==> src/rtl/vit_dec_depunct.sv <==
// Depuncturer: slots serial symbols into one trellis step per the frame's puncture mode; punctured slots become erasures.
// Latency: a step is presented one cycle after the symbol that fills its last kept slot (or carries ieop).
// Backpressure: none; at most one symbol in and one step out per enabled clock, iclkena low freezes everything.
module vit_dec_depunct #(
  parameter int pCODE_GEN_NUM = 2,
  parameter int pLLR_W        = 4,
  parameter int pTAG_W        = 4,
  parameter int pMODE_NUM     = 3,
  parameter int pPUNCT_PERIOD [pMODE_NUM] = '{1, 2, 3},
  parameter int pPUNCT_MASK   [pMODE_NUM] = '{'h3, 'h7, 'h27},
  parameter int pSTEP_CNT_W   = 16,
  localparam int cMODE_W      = (pMODE_NUM > 1) ? $clog2(pMODE_NUM) : 1
) (
  input  logic                              iclk,
  input  logic                              ireset,
  input  logic                              iclkena,
  input  logic                              isop,
  input  logic                              ival,
  input  logic                              ieop,
  input  logic [pTAG_W-1:0]                 itag,
  input  logic [cMODE_W-1:0]                imode,
  input  logic [pLLR_W-1:0]                 iLLR,
  output logic                              osop,
  output logic                              oval,
  output logic                              oeop,
  output logic [pTAG_W-1:0]                 otag,
  output logic [pCODE_GEN_NUM*pLLR_W-1:0]   oLLR,
  output logic [pCODE_GEN_NUM-1:0]          odat,
  output logic [pCODE_GEN_NUM-1:0]          oerase,
  output logic [pSTEP_CNT_W-1:0]            ostep_cnt,
  output logic                              ofrm_err
);

  localparam int cG      = pCODE_GEN_NUM;
  localparam int cG_W    = (cG > 1) ? $clog2(cG) : 1;
  localparam int cSLOT_W = cG * pLLR_W;

  // A pattern step with no kept position would stall the assembler forever.
  for (genvar m = 0; m < pMODE_NUM; m++) begin : g_chk_mode
    if (pPUNCT_PERIOD[m] < 1 || pPUNCT_PERIOD[m] > 8) begin : g_bad_period
      $error("puncture period out of range 1..8");
    end
    for (genvar s = 0; s < 8; s++) begin : g_chk_step
      if (s < pPUNCT_PERIOD[m] && ((pPUNCT_MASK[m] >> (s * cG)) & ((1 << cG) - 1)) == 0) begin : g_bad_step
        $error("puncture step keeps no position");
      end
    end
  end

  // Keep mask of one step of one pattern.
  function automatic logic [cG-1:0] keep_of(input logic [cMODE_W-1:0] m, input logic [2:0] s);
    logic [31:0] mk;
    mk = pPUNCT_MASK[m];
    return mk[int'(s)*cG +: cG];
  endfunction

  // Lowest kept position of a step.
  function automatic logic [cG_W-1:0] first_kept(input logic [cG-1:0] k);
    logic [cG_W-1:0] f;
    f = '0;
    for (int j = cG - 1; j >= 0; j--) begin
      if (k[j]) f = cG_W'(j);
    end
    return f;
  endfunction

  logic                     active_r;
  logic [cMODE_W-1:0]       mode_r;
  logic [pTAG_W-1:0]        tag_r;
  logic [2:0]               phase_r;
  logic [cG_W-1:0]          pos_r;
  logic [cSLOT_W-1:0]       slot_r;
  logic [cG-1:0]            wr_r;
  logic                     first_r;
  logic [pSTEP_CNT_W-1:0]   cnt_r;

  logic                     sym_acc, mode_ok, more, step_done, err;
  logic [cMODE_W-1:0]       cur_mode;
  logic [2:0]               cur_phase, nxt_phase;
  logic [cG-1:0]            cur_keep, new_wr, one_hot, dat_n;
  logic [cG_W-1:0]          cur_pos, nxt_pos, nxt_first;
  logic [cSLOT_W-1:0]       new_slot;
  logic [pSTEP_CNT_W-1:0]   cnt_n;

  // A symbol carrying isop restarts phase/position/slots under the newly sampled mode.
  always_comb begin
    sym_acc   = ival & (isop | active_r);
    mode_ok   = int'(imode) < pMODE_NUM;
    cur_mode  = isop ? (mode_ok ? imode : '0) : mode_r;
    cur_phase = isop ? 3'd0 : phase_r;
    cur_keep  = keep_of(cur_mode, cur_phase);
    cur_pos   = isop ? first_kept(cur_keep) : pos_r;
    new_slot  = isop ? '0 : slot_r;
    new_slot[int'(cur_pos)*pLLR_W +: pLLR_W] = iLLR;
    one_hot   = '0;
    one_hot[cur_pos] = 1'b1;
    new_wr    = (isop ? '0 : wr_r) | one_hot;
    more      = 1'b0;
    nxt_pos   = cur_pos;
    for (int j = cG - 1; j >= 0; j--) begin
      if (cur_keep[j] && j > int'(cur_pos)) begin
        more    = 1'b1;
        nxt_pos = cG_W'(j);
      end
    end
    step_done = sym_acc & (~more | ieop);
    err       = (ival & isop & (active_r | ~mode_ok)) | (sym_acc & ieop & more);
    nxt_phase = (int'(cur_phase) + 1 >= pPUNCT_PERIOD[cur_mode]) ? 3'd0 : cur_phase + 3'd1;
    nxt_first = first_kept(keep_of(cur_mode, nxt_phase));
    cnt_n     = isop ? '0 : cnt_r;
    cnt_n     = (cnt_n == '1) ? cnt_n : cnt_n + 1'b1;
    for (int g = 0; g < cG; g++) begin
      dat_n[g] = new_slot[g*pLLR_W + pLLR_W - 1];
    end
  end

  // Frame/step state and registered step outputs; strobes clear on every enabled edge.
  always_ff @(posedge iclk or negedge ireset) begin
    if (!ireset) begin
      active_r  <= 1'b0;
      mode_r    <= '0;
      tag_r     <= '0;
      phase_r   <= '0;
      pos_r     <= '0;
      slot_r    <= '0;
      wr_r      <= '0;
      first_r   <= 1'b0;
      cnt_r     <= '0;
      osop      <= 1'b0;
      oval      <= 1'b0;
      oeop      <= 1'b0;
      otag      <= '0;
      oLLR      <= '0;
      odat      <= '0;
      oerase    <= '0;
      ostep_cnt <= '0;
      ofrm_err  <= 1'b0;
    end else if (iclkena) begin
      oval     <= 1'b0;
      osop     <= 1'b0;
      oeop     <= 1'b0;
      ofrm_err <= err;
      if (sym_acc) begin
        mode_r <= cur_mode;
        if (isop) tag_r <= itag;
        if (step_done) begin
          oval      <= 1'b1;
          osop      <= isop | first_r;
          oeop      <= ieop;
          otag      <= isop ? itag : tag_r;
          oLLR      <= new_slot;
          odat      <= dat_n;
          oerase    <= ~new_wr;
          ostep_cnt <= cnt_n;
          cnt_r     <= cnt_n;
          first_r   <= 1'b0;
          slot_r    <= '0;
          wr_r      <= '0;
          phase_r   <= nxt_phase;
          pos_r     <= nxt_first;
          active_r  <= ~ieop;
        end else begin
          slot_r    <= new_slot;
          wr_r      <= new_wr;
          pos_r     <= nxt_pos;
          phase_r   <= cur_phase;
          first_r   <= isop | first_r;
          if (isop) cnt_r <= '0;
          active_r  <= 1'b1;
        end
      end
    end
  end

endmodule

==> config.mk <==
export PLATFORM = sky130hd
export DESIGN_NAME = vit_dec_depunct
export DESIGN_NICKNAME = d
export VERILOG_FILES = /design/src/rtl/vit_dec_depunct.sv
export SDC_FILE = /design/constraint.sdc
export NUM_CORES = 1
export LEC_CHECK = 0
export ABC_AREA = 1
export CAP_MARGIN = 15
export CORE_MARGIN = 4
export CORE_UTILIZATION = 67
export DETAILED_ROUTE_END_ITERATION = 12
export DONT_BUFFER_PORTS = 1
export PLACE_DENSITY = 0.83
export SYNTH_ARGS = -nofsm -noshare
export SYNTH_HDL_FRONTEND = slang
export SYNTH_SLANG_ARGS = --single-unit
==> constraint.sdc <==
create_clock -name iclk -period 3.7 [get_ports iclk]
set_input_delay 0.74 -clock iclk [delete_from_list [all_inputs] [get_ports iclk]]
set_output_delay 0.74 -clock iclk [all_outputs]
set_load 0.02 [all_outputs]
==> qor.csv, run 1 <==
stage,metric,value,unit
outcome,status,finished clean,
sta,max-slew violation count,0,
clock_tree,CTS Hold Bufs,0,
grt,global-route wire length before repair,14900,um
clock_tree,CTS tree,done,
setup_path,"Arr. time, crit path",2.63,ns
clock_tree,Post-CTS Setup Inserts,0,
setup_path,"Cell Chain, Critical Path","o22ai_1, inv_1, ha_1, or2_2, ha_1, inv_1, nand2_1, a21oi_1, nand2_1, nor2_1, nand3_1, a21oi_1",
floorplanning,Rows,27,
layout,Layout Utilization,72.3,%
yosys,Commonest cells post-synth,"178 x nand2_1, 72 x dfrtp_1, 57 x inv_1, 42 x nor2_1, 36 x nand3_1",
detailed_routing,Wirelength per Cell,15.1,um
grt,vias in the first global route,3277,
detailed_routing,# DRC,0,
yosys,Synth area leaders,"dfrtp_1 47%, nand2_1 17%, inv_1 5.5%",
layout,fillers,462,
yosys,ys async rst share,100,%
clock_tree,H-tree Lvls,3,
layout,footprint of the multi-input gates,1680,sq um
clock_tree,root buf cell,clkbuf_8,
yosys,Post-Synth Adder-Cell Area,2.27,%
yosys,Post-Synth XOR/XNOR Area,0.453,%
layout,Finished Layout Cells,583,
layout,register area,1800,sq um
floorplanning,Die Y,83.9,um
placed_design,placed insts,567,
yosys,YS warnings,0,
floorplanning,core area,5540,sq um
power_and_ir_drop,worst vdd ir,0.000422,V
floorplanning,width of the die,83.9,um
yosys,most common cell in the netlist,nand2_1,
setup_path,slowest stage cell on the critical path,o22ai_1,
yosys,Post-Synthesis Cells,514,
detailed_routing,initial drt markers,237,
detailed_routing,vias,3321,
detailed_routing,total iterations of the first detailed-routing run,4,
setup_path,WP data required,3.99,ns
sta,Layout Skew,0.0152,ns
power_and_ir_drop,Pwr Density,555,nW/um^2
sta,Final TNS setup,0,ns
yosys,Synth Area in Simple Gates,31.3,%
sta,Fmax achieved,428,MHz
layout,nets,529,
layout,Area growth syn-to-layout,3.63,%
grt,global-route usage over all layers,26.3,%
power_and_ir_drop,total power,0.00222,W
setup_path,CP peak stage delay,0.30,ns
placed_design,count of input and output buffers,0,
setup_path,Setup crit start kind,primary input,
yosys,largest family of logic cells by synthesized area,simple AND/OR/NAND/NOR gates,
floorplanning,IO Count,52,
job,# Max-Cap Violations,0,
hold_path,Hold Path Class,in -> async,
yosys,post-synthesis cell type count,32,
sta,Final min period,2.34,ns
yosys,Avg Inst Size Synth,7.52,sq um
yosys,leading area contributor after synthesis,dfrtp_1,
setup_path,critical path peak fanout,27,
yosys,Yosys reg bits,72,
setup_path,CP Capture Type,flop,
yosys,top_reg_cell synth,dfrtp_1,
grt,remaining global-route overflow,0,
clock_tree,clock buffer count from CTS,9,
yosys,sequential cell area fraction in the yosys report,46.6,%
placed_design,gpl congestion,0.979,
setup_path,Crit Path Class,in -> reg,
yosys,net count after synthesis,537,
sta,Slew @ Worst Pin,0.872,ns
detailed_routing,WL final,8830,um
clock_tree,PostCTS Resize Cnt,0,
yosys,number of flops mapped to enable cells by yosys,0,
yosys,mux cell area share after synthesis,0,%
layout,layout cells sized above 1,7.05,%
placed_design,hpwl dp,5960,um
sta,Slew headroom,41.8,%
layout,ANT cells,0,
yosys,Compound-Gate Fraction of Synth Area,9.33,%
sta,# setup viols final,0,
sta,unrepaired setup endpoints after global routing,no,
sta,Fin. Hold Viols,0,
clock_tree,"CTS clk-pin slew, worst paths",0.08,ns
clock_tree,clock sink total,72,
sta,Tcrit/Tclk final,63.2,%
detailed_routing,Final ANT Viol Nets,0,
clock_tree,Skew-Pair Late Insertion Delay,0.36,ns
clock_tree,Clock Path Buffers,2,
yosys,Mapped Area,3860,sq um
grt,pin count of the biggest net entering global routing,73,
floorplanning,Initial Util,69.7,%
power_and_ir_drop,leakage power,2.08,nW
floorplanning,die area,7050,sq um
yosys,Synth top area share,46.6,%
grt,initial antenna violation count,0,
detailed_routing,DR vias/cell,5.70,
cell families after synthesis:
logic type,count (synthesis)
compound gates,68
xor+xnor,2
fa+ha+maj,7
buf+inv,81
flops,72
simple gates,284
cell usage in the layout, fill, tap and decap left out:
cell / netlist / layout
nand4_1: 6 / 6
nor2_4: 3 / 3
clkinv_4: 0 / 1
ha_1: 7 / 7
o21ai_0: 32 / 32
nor3_1: 4 / 4
o21a_1: 1 / 1
nand3_2: 1 / 1
o21ai_2: 1 / 1
clkbuf_1: 4 / 4
nand2_2: 7 / 7
xor2_1: 1 / 1
nand2_1: 178 / 178
or2_2: 2 / 2
buf_4: 4 / 2
and2_1: 1 / 1
o221ai_1: 1 / 1
o21ai_1: 16 / 16
inv_4: 1 / 1
nand4_4: 1 / 1
nor2_1: 42 / 41
o22ai_1: 7 / 7
dfrtp_1: 72 / 72
nand3_1: 36 / 36
nor2_2: 3 / 4
bufinv_16: 0 / 1
a31oi_1: 1 / 1
inv_2: 2 / 2
a21oi_1: 9 / 9
inv_1: 57 / 57
clkbuf_8: 0 / 10
xnor2_1: 1 / 1
registers in the layout, indices dropped and copies added (netlist names):
name,cells
first_r,1
wr_r,2
pos_r,1
oerase,2
ostep_cnt,16
otag,4
tag_r,4
phase_r,3
oeop,1
active_r,1
osop,1
ofrm_err,1
mode_r,2
slot_r,8
oval,1
oLLR,8
cnt_r,16
worst max-delay path, delay by kind of cell:
family / cells / cell delay (ns)
buffers and inverters: 2 / 0.13
AO/OA/AOI/OAI: 3 / 0.60
adder cells (fa/ha/maj): 2 / 0.47
AND/OR/NAND/NOR: 5 / 0.68
stage by stage:
step	area [sq um]	hold WS (ns)	setup slack, ns
2_1_floorplan	3860	0.444	0.829
3_3_place_gp	3810	0.446	1.14
3_5_place_dp	3810	0.446	1.08
4_1_cts	4000	0.0614	1.40
5_1_grt	4000	0.0513	1.17
6_report	4000	0.0638	1.36
routing by layer:
metal	global-route usage, %	routed length, um
met1	33.5	3660
met2	44.0	4460
met3	5.43	519
met4	10.1	189
met5	0	0
cell type report:
| cell class | instances | area share, % |
|---|---|---|
| Clock buffer | 14 | 3.81 |
| Clock inverter | 2 | 0.969 |
| Inverter | 60 | 5.69 |
| Multi-Input combinational cell | 361 | 41.9 |
| Sequential cell | 72 | 45.0 |
| Tap cell | 72 | 2.25 |
| Timing Repair Buffer | 2 | 0.375 |
worst paths after layout:
check | from | to | slack [ns] | depth (start not counted)
min | ireset | ostep_cnt[1] | 0.06 | 0
min in group iclk | slot_r[1] | slot_r[1] | 0.49 | 2
max in group asynchronous | ireset | slot_r[3] | 3.53 | 0
max reg2reg | mode_r[1] | pos_r | 1.39 | 13
max | isop | pos_r | 1.36 | 12
min reg2reg | slot_r[1] | slot_r[1] | 0.49 | 2
where the power goes:
group / internal [W] / switching [W] / total [W]
registers: 0.000948 / 0.000232 / 0.00118
logic: 0.000147 / 0.000270 / 0.000417
clock network: 0.000333 / 0.000291 / 0.000624
(Power assumes the default switching activity.)
==> inputs of run 2 (changes only) <==
--- a/config.mk
+++ b/config.mk
@@ -5,13 +5,13 @@
 export SDC_FILE = /design/constraint.sdc
 export NUM_CORES = 1
 export LEC_CHECK = 0
-export ABC_AREA = 1
+export ABC_AREA = 0
 export CAP_MARGIN = 15
 export CORE_MARGIN = 4
-export CORE_UTILIZATION = 67
+export CORE_UTILIZATION = 64
 export DETAILED_ROUTE_END_ITERATION = 12
 export DONT_BUFFER_PORTS = 1
-export PLACE_DENSITY = 0.83
+export PLACE_DENSITY = 0.8
 export SYNTH_ARGS = -nofsm -noshare
 export SYNTH_HDL_FRONTEND = slang
 export SYNTH_SLANG_ARGS = --single-unit
==> constraint.sdc (replaced) <==
create_clock -name iclk -period 2.24 [get_ports iclk]
set_input_delay 0.448 -clock iclk [delete_from_list [all_inputs] [get_ports iclk]]
set_output_delay 0.448 -clock iclk [all_outputs]
set_load 0.02 [all_outputs]
==> run 2 against run 1 <==
Synthesized area is 1.9% higher. Register-to-register slack worse by 1.3 ns. Via count shrank 0.54%. Synthesized cell count decreased by 16%. Cell count decreased by 11%. First-iteration DRC count rose by 5.5%.
==> qor.csv, run 2 <==
stage,metric,value,unit,change
outcome,status,finished clean,,
placed_design,gpl congestion,0.911,,-6.9%
layout,Area growth syn-to-layout,13.1,%,
detailed_routing,vias,3303,,-0.54%
sta,max-slew violation count,0,,unchanged
clock_tree,Post-CTS Setup Inserts,0,,unchanged
grt,initial antenna violation count,0,,unchanged
yosys,top_reg_cell synth,dfrtp_1,,
floorplanning,Initial Util,66.1,%,-3.6 points
setup_path,FF-to-FF path depth,9,,-4
grt,vias in the first global route,3229,,-1.5%
power_and_ir_drop,total power,0.00359,W,+62%
sta,Fin. Hold Viols,0,,unchanged
setup_path,Worst R2R Setup Slack,0.10,ns,-1.29 ns
layout,"most common cell after layout, fill and taps aside",nand2_1,,
floorplanning,die area,7470,sq um,+6.0%
layout,ANT cells,0,,unchanged
sta,Layout Skew,0.00923,ns,-0.00597 ns
layout,Layout Utilization,74.7,%,+2.5 points
detailed_routing,top sig layer,met4,,
clock_tree,"CTS clk-pin slew, worst paths",0.08,ns,about the same
setup_path,Setup crit start kind,flop,,
detailed_routing,WL met3,703,um,+35%
sta,Final TNS setup,0,ns,unchanged
layout,nets,465,,-12%
yosys,Post-Synthesis Cells,430,,-16%
yosys,number of flops mapped to enable cells by yosys,0,,unchanged
layout,register area,1800,sq um,unchanged
yosys,YS warnings,0,,unchanged
sta,unrepaired setup endpoints after global routing,no,,
setup_path,WP data required,2.49,ns,-1.50 ns
clock_tree,Clock Path Buffers,2,,unchanged
hold_path,Hold Path Class,in -> reg,,
grt,global-route usage over all layers,25.7,%,-0.65 points
layout,fillers,416,,-10%
yosys,sequential cell area fraction in the yosys report,45.8,%,-0.87 points
yosys,Synth area leaders,"dfrtp_1 46%, nand2_1 7.7%, o21ai_0 3.7%",,
floorplanning,IO Count,52,,unchanged
clock_tree,H-tree Lvls,3,,unchanged
hold_path,Hold Path Sink,ostep_cnt[4],,
placed_design,Placed Area,4220,sq um,+11%
layout,layout cells sized above 1,18.2,%,+11 points
clock_tree,CTS tree,done,,
setup_path,CP Capture Type,flop,,
floorplanning,Rows,28,,+3.7%
placed_design,hpwl dp,6240,um,+4.7%
sta,Final min period,2.14,ns,
detailed_routing,Wirelength per Cell,17.6,um,+16%
floorplanning,Die Y,86.4,um,+3.0%
floorplanning,width of the die,86.4,um,+3.0%
grt,remaining global-route overflow,0,,unchanged
clock_tree,root buf cell,clkbuf_8,,
placed_design,placed insts,504,,-11%
sta,Slew headroom,41.1,%,-0.67 points
detailed_routing,M1 WL,3960,um,+8.4%
detailed_routing,total iterations of the first detailed-routing run,5,,+1
clock_tree,Skew-Pair Late Insertion Delay,0.34,ns,-0.02 ns
power_and_ir_drop,Pwr Density,807,nW/um^2,+45%
job,# Max-Cap Violations,0,,unchanged
setup_path,reg2reg start,mode_r[1],,
yosys,Synth top area share,45.8,%,-0.87 points
layout,post-route cell area,4450,sq um,+11%
detailed_routing,Final ANT Viol Nets,0,,unchanged
setup_path,critical path peak fanout,10,,-63%
power_and_ir_drop,worst vdd ir,0.000631,V,+49%
power_and_ir_drop,leakage power,1.90,nW,-8.8%
layout,most frequent cells in the layout,"80 x nand2_1, 72 x dfrtp_1, 26 x o21ai_0, 26 x buf_4, 22 x a21oi_1",,
yosys,Commonest cells post-synth,"81 x nand2_1, 72 x dfrtp_1, 29 x o21ai_0, 25 x a21oi_1, 22 x nor2_1",,
grt,global-route wire length before repair,15200,um,+1.7%
floorplanning,core area,5960,sq um,+7.5%
layout,biggest regs,"cnt_r: 16 flops, ostep_cnt: 16 flops",,
detailed_routing,# DRC,0,,unchanged
yosys,leading area contributor after synthesis,dfrtp_1,,
sta,Slew @ Worst Pin,0.880,ns,+0.00778 ns
yosys,most common cell in the netlist,nand2_1,,
sta,Fmax achieved,468,MHz,
grt,pin count of the biggest net entering global routing,73,,unchanged
sta,Tcrit/Tclk final,95.4,%,
placed_design,count of input and output buffers,0,,unchanged
detailed_routing,initial drt markers,250,,+5.5%
setup_path,"Arr. time, crit path",2.39,ns,-0.24 ns
sta,# setup viols final,0,,unchanged
yosys,Yosys reg bits,72,,unchanged
detailed_routing,metal2 WL,4300,um,-3.5%
yosys,ys async rst share,100,%,unchanged
setup_path,reg2reg end,oLLR[3],,
setup_path,Crit Path Class,reg -> reg,,
yosys,net count after synthesis,453,,-16%
hold_path,worst hold start,isop,,
detailed_routing,DR vias/cell,6.34,,+11%
clock_tree,clock buffer count from CTS,9,,unchanged
yosys,post-synthesis cell type count,62,,+94%
layout,Finished Layout Cells,521,,-11%
hold_path,WHS Path Cells,1,,
clock_tree,clock sink total,72,,unchanged
detailed_routing,WL final,9180,um,+4.0%
yosys,Mapped Area,3940,sq um,+1.9%
yosys,Avg Inst Size Synth,9.16,sq um,+22%
layout,footprint of the multi-input gates,2020,sq um,+21%
## run 2: changes by cell type after synthesis, sizes merged, moves of 16 or more
| cell | change |
|---|---|
| a31oi | +17 |
| inv | -46 |
| o31ai | +17 |
| nand2 | -104 |
| nor2 | -25 |
| a21oi | +16 |
| nand3 | -22 |
| o21ai | -17 |
## run 2: per-layer routing
layer / GRT usage, % / vias to the layer above
li1: - / 1556
met1: 32.6 / 1599
met2: 41.5 / 127
met3: 7.13 / 21
met4: 10.3 / 0
met5: 0 / -
## run 2: cell type report
class,instances,share of cell area (%)
flip-flops and latches,72,40.5
clock buffers,10,3.09
repair buffers,31,6.38
clock inverters,5,1.29
inverters,14,1.24
well taps,75,2.11
multi-input cells,314,45.4
## run 2: stage by stage
step	setup slack, ns	hold slack (ns)
after floorplan	-0.0872	0.152
after global placement	0.0130	0.154
after detailed placement	-0.0927	0.154
after CTS	0.0739	0.187
after global routing	0.0144	0.194
final	0.103	0.200
## run 2: kinds of logic after synthesis
family	Yosys count	share of synthesized area (%)
compound gates	122	20.6
xor+xnor	9	2.00
fa+ha+maj	7	2.22
buf+inv	44	5.85
flops	72	45.8
mux	7	1.87
simple gates	169	21.7
## run 2: worst max path at each step
| stage | to | slack, ns | cells after the start | start |
|---|---|---|---|---|
| 2_1_floorplan | cnt_r[3] | -0.09 | 11 | isop |
| 3_3_place_gp | cnt_r[15] | 0.01 | 11 | isop |
| 3_5_place_dp | oLLR[0] | -0.09 | 12 | isop |
| 4_1_cts | oLLR[3] | 0.07 | 9 | mode_r[1] |
| 5_1_grt | phase_r[0] | 0.01 | 9 | mode_r[1] |
| 6_report | oLLR[3] | 0.10 | 9 | mode_r[1] |
## run 2: worst max-delay path: stages, from the launching register on
cell,delay (ns)
dfrtp_1,0.41
a21oi_4,0.17
inv_2,0.09
ha_4,0.17
mux2i_4,0.18
buf_4,0.15
o31a_1,0.40
buf_6,0.20
nor2_1,0.05
a31oi_1,0.20
## run 2: what timing repair did
action	CTS	global route
endpoints found under the hold margin	72	0
endpoints found under the setup margin	0	1
resized for setup	0	1
hold buffers	2	0
## run 2: where the power goes
| part | internal, W | switching, W | total [W] |
|---|---|---|---|
| Combinational | 0.000310 | 0.000406 | 0.000717 |
| Clock | 0.000536 | 0.000491 | 0.00103 |
| Sequential | 0.00152 | 0.000330 | 0.00185 |
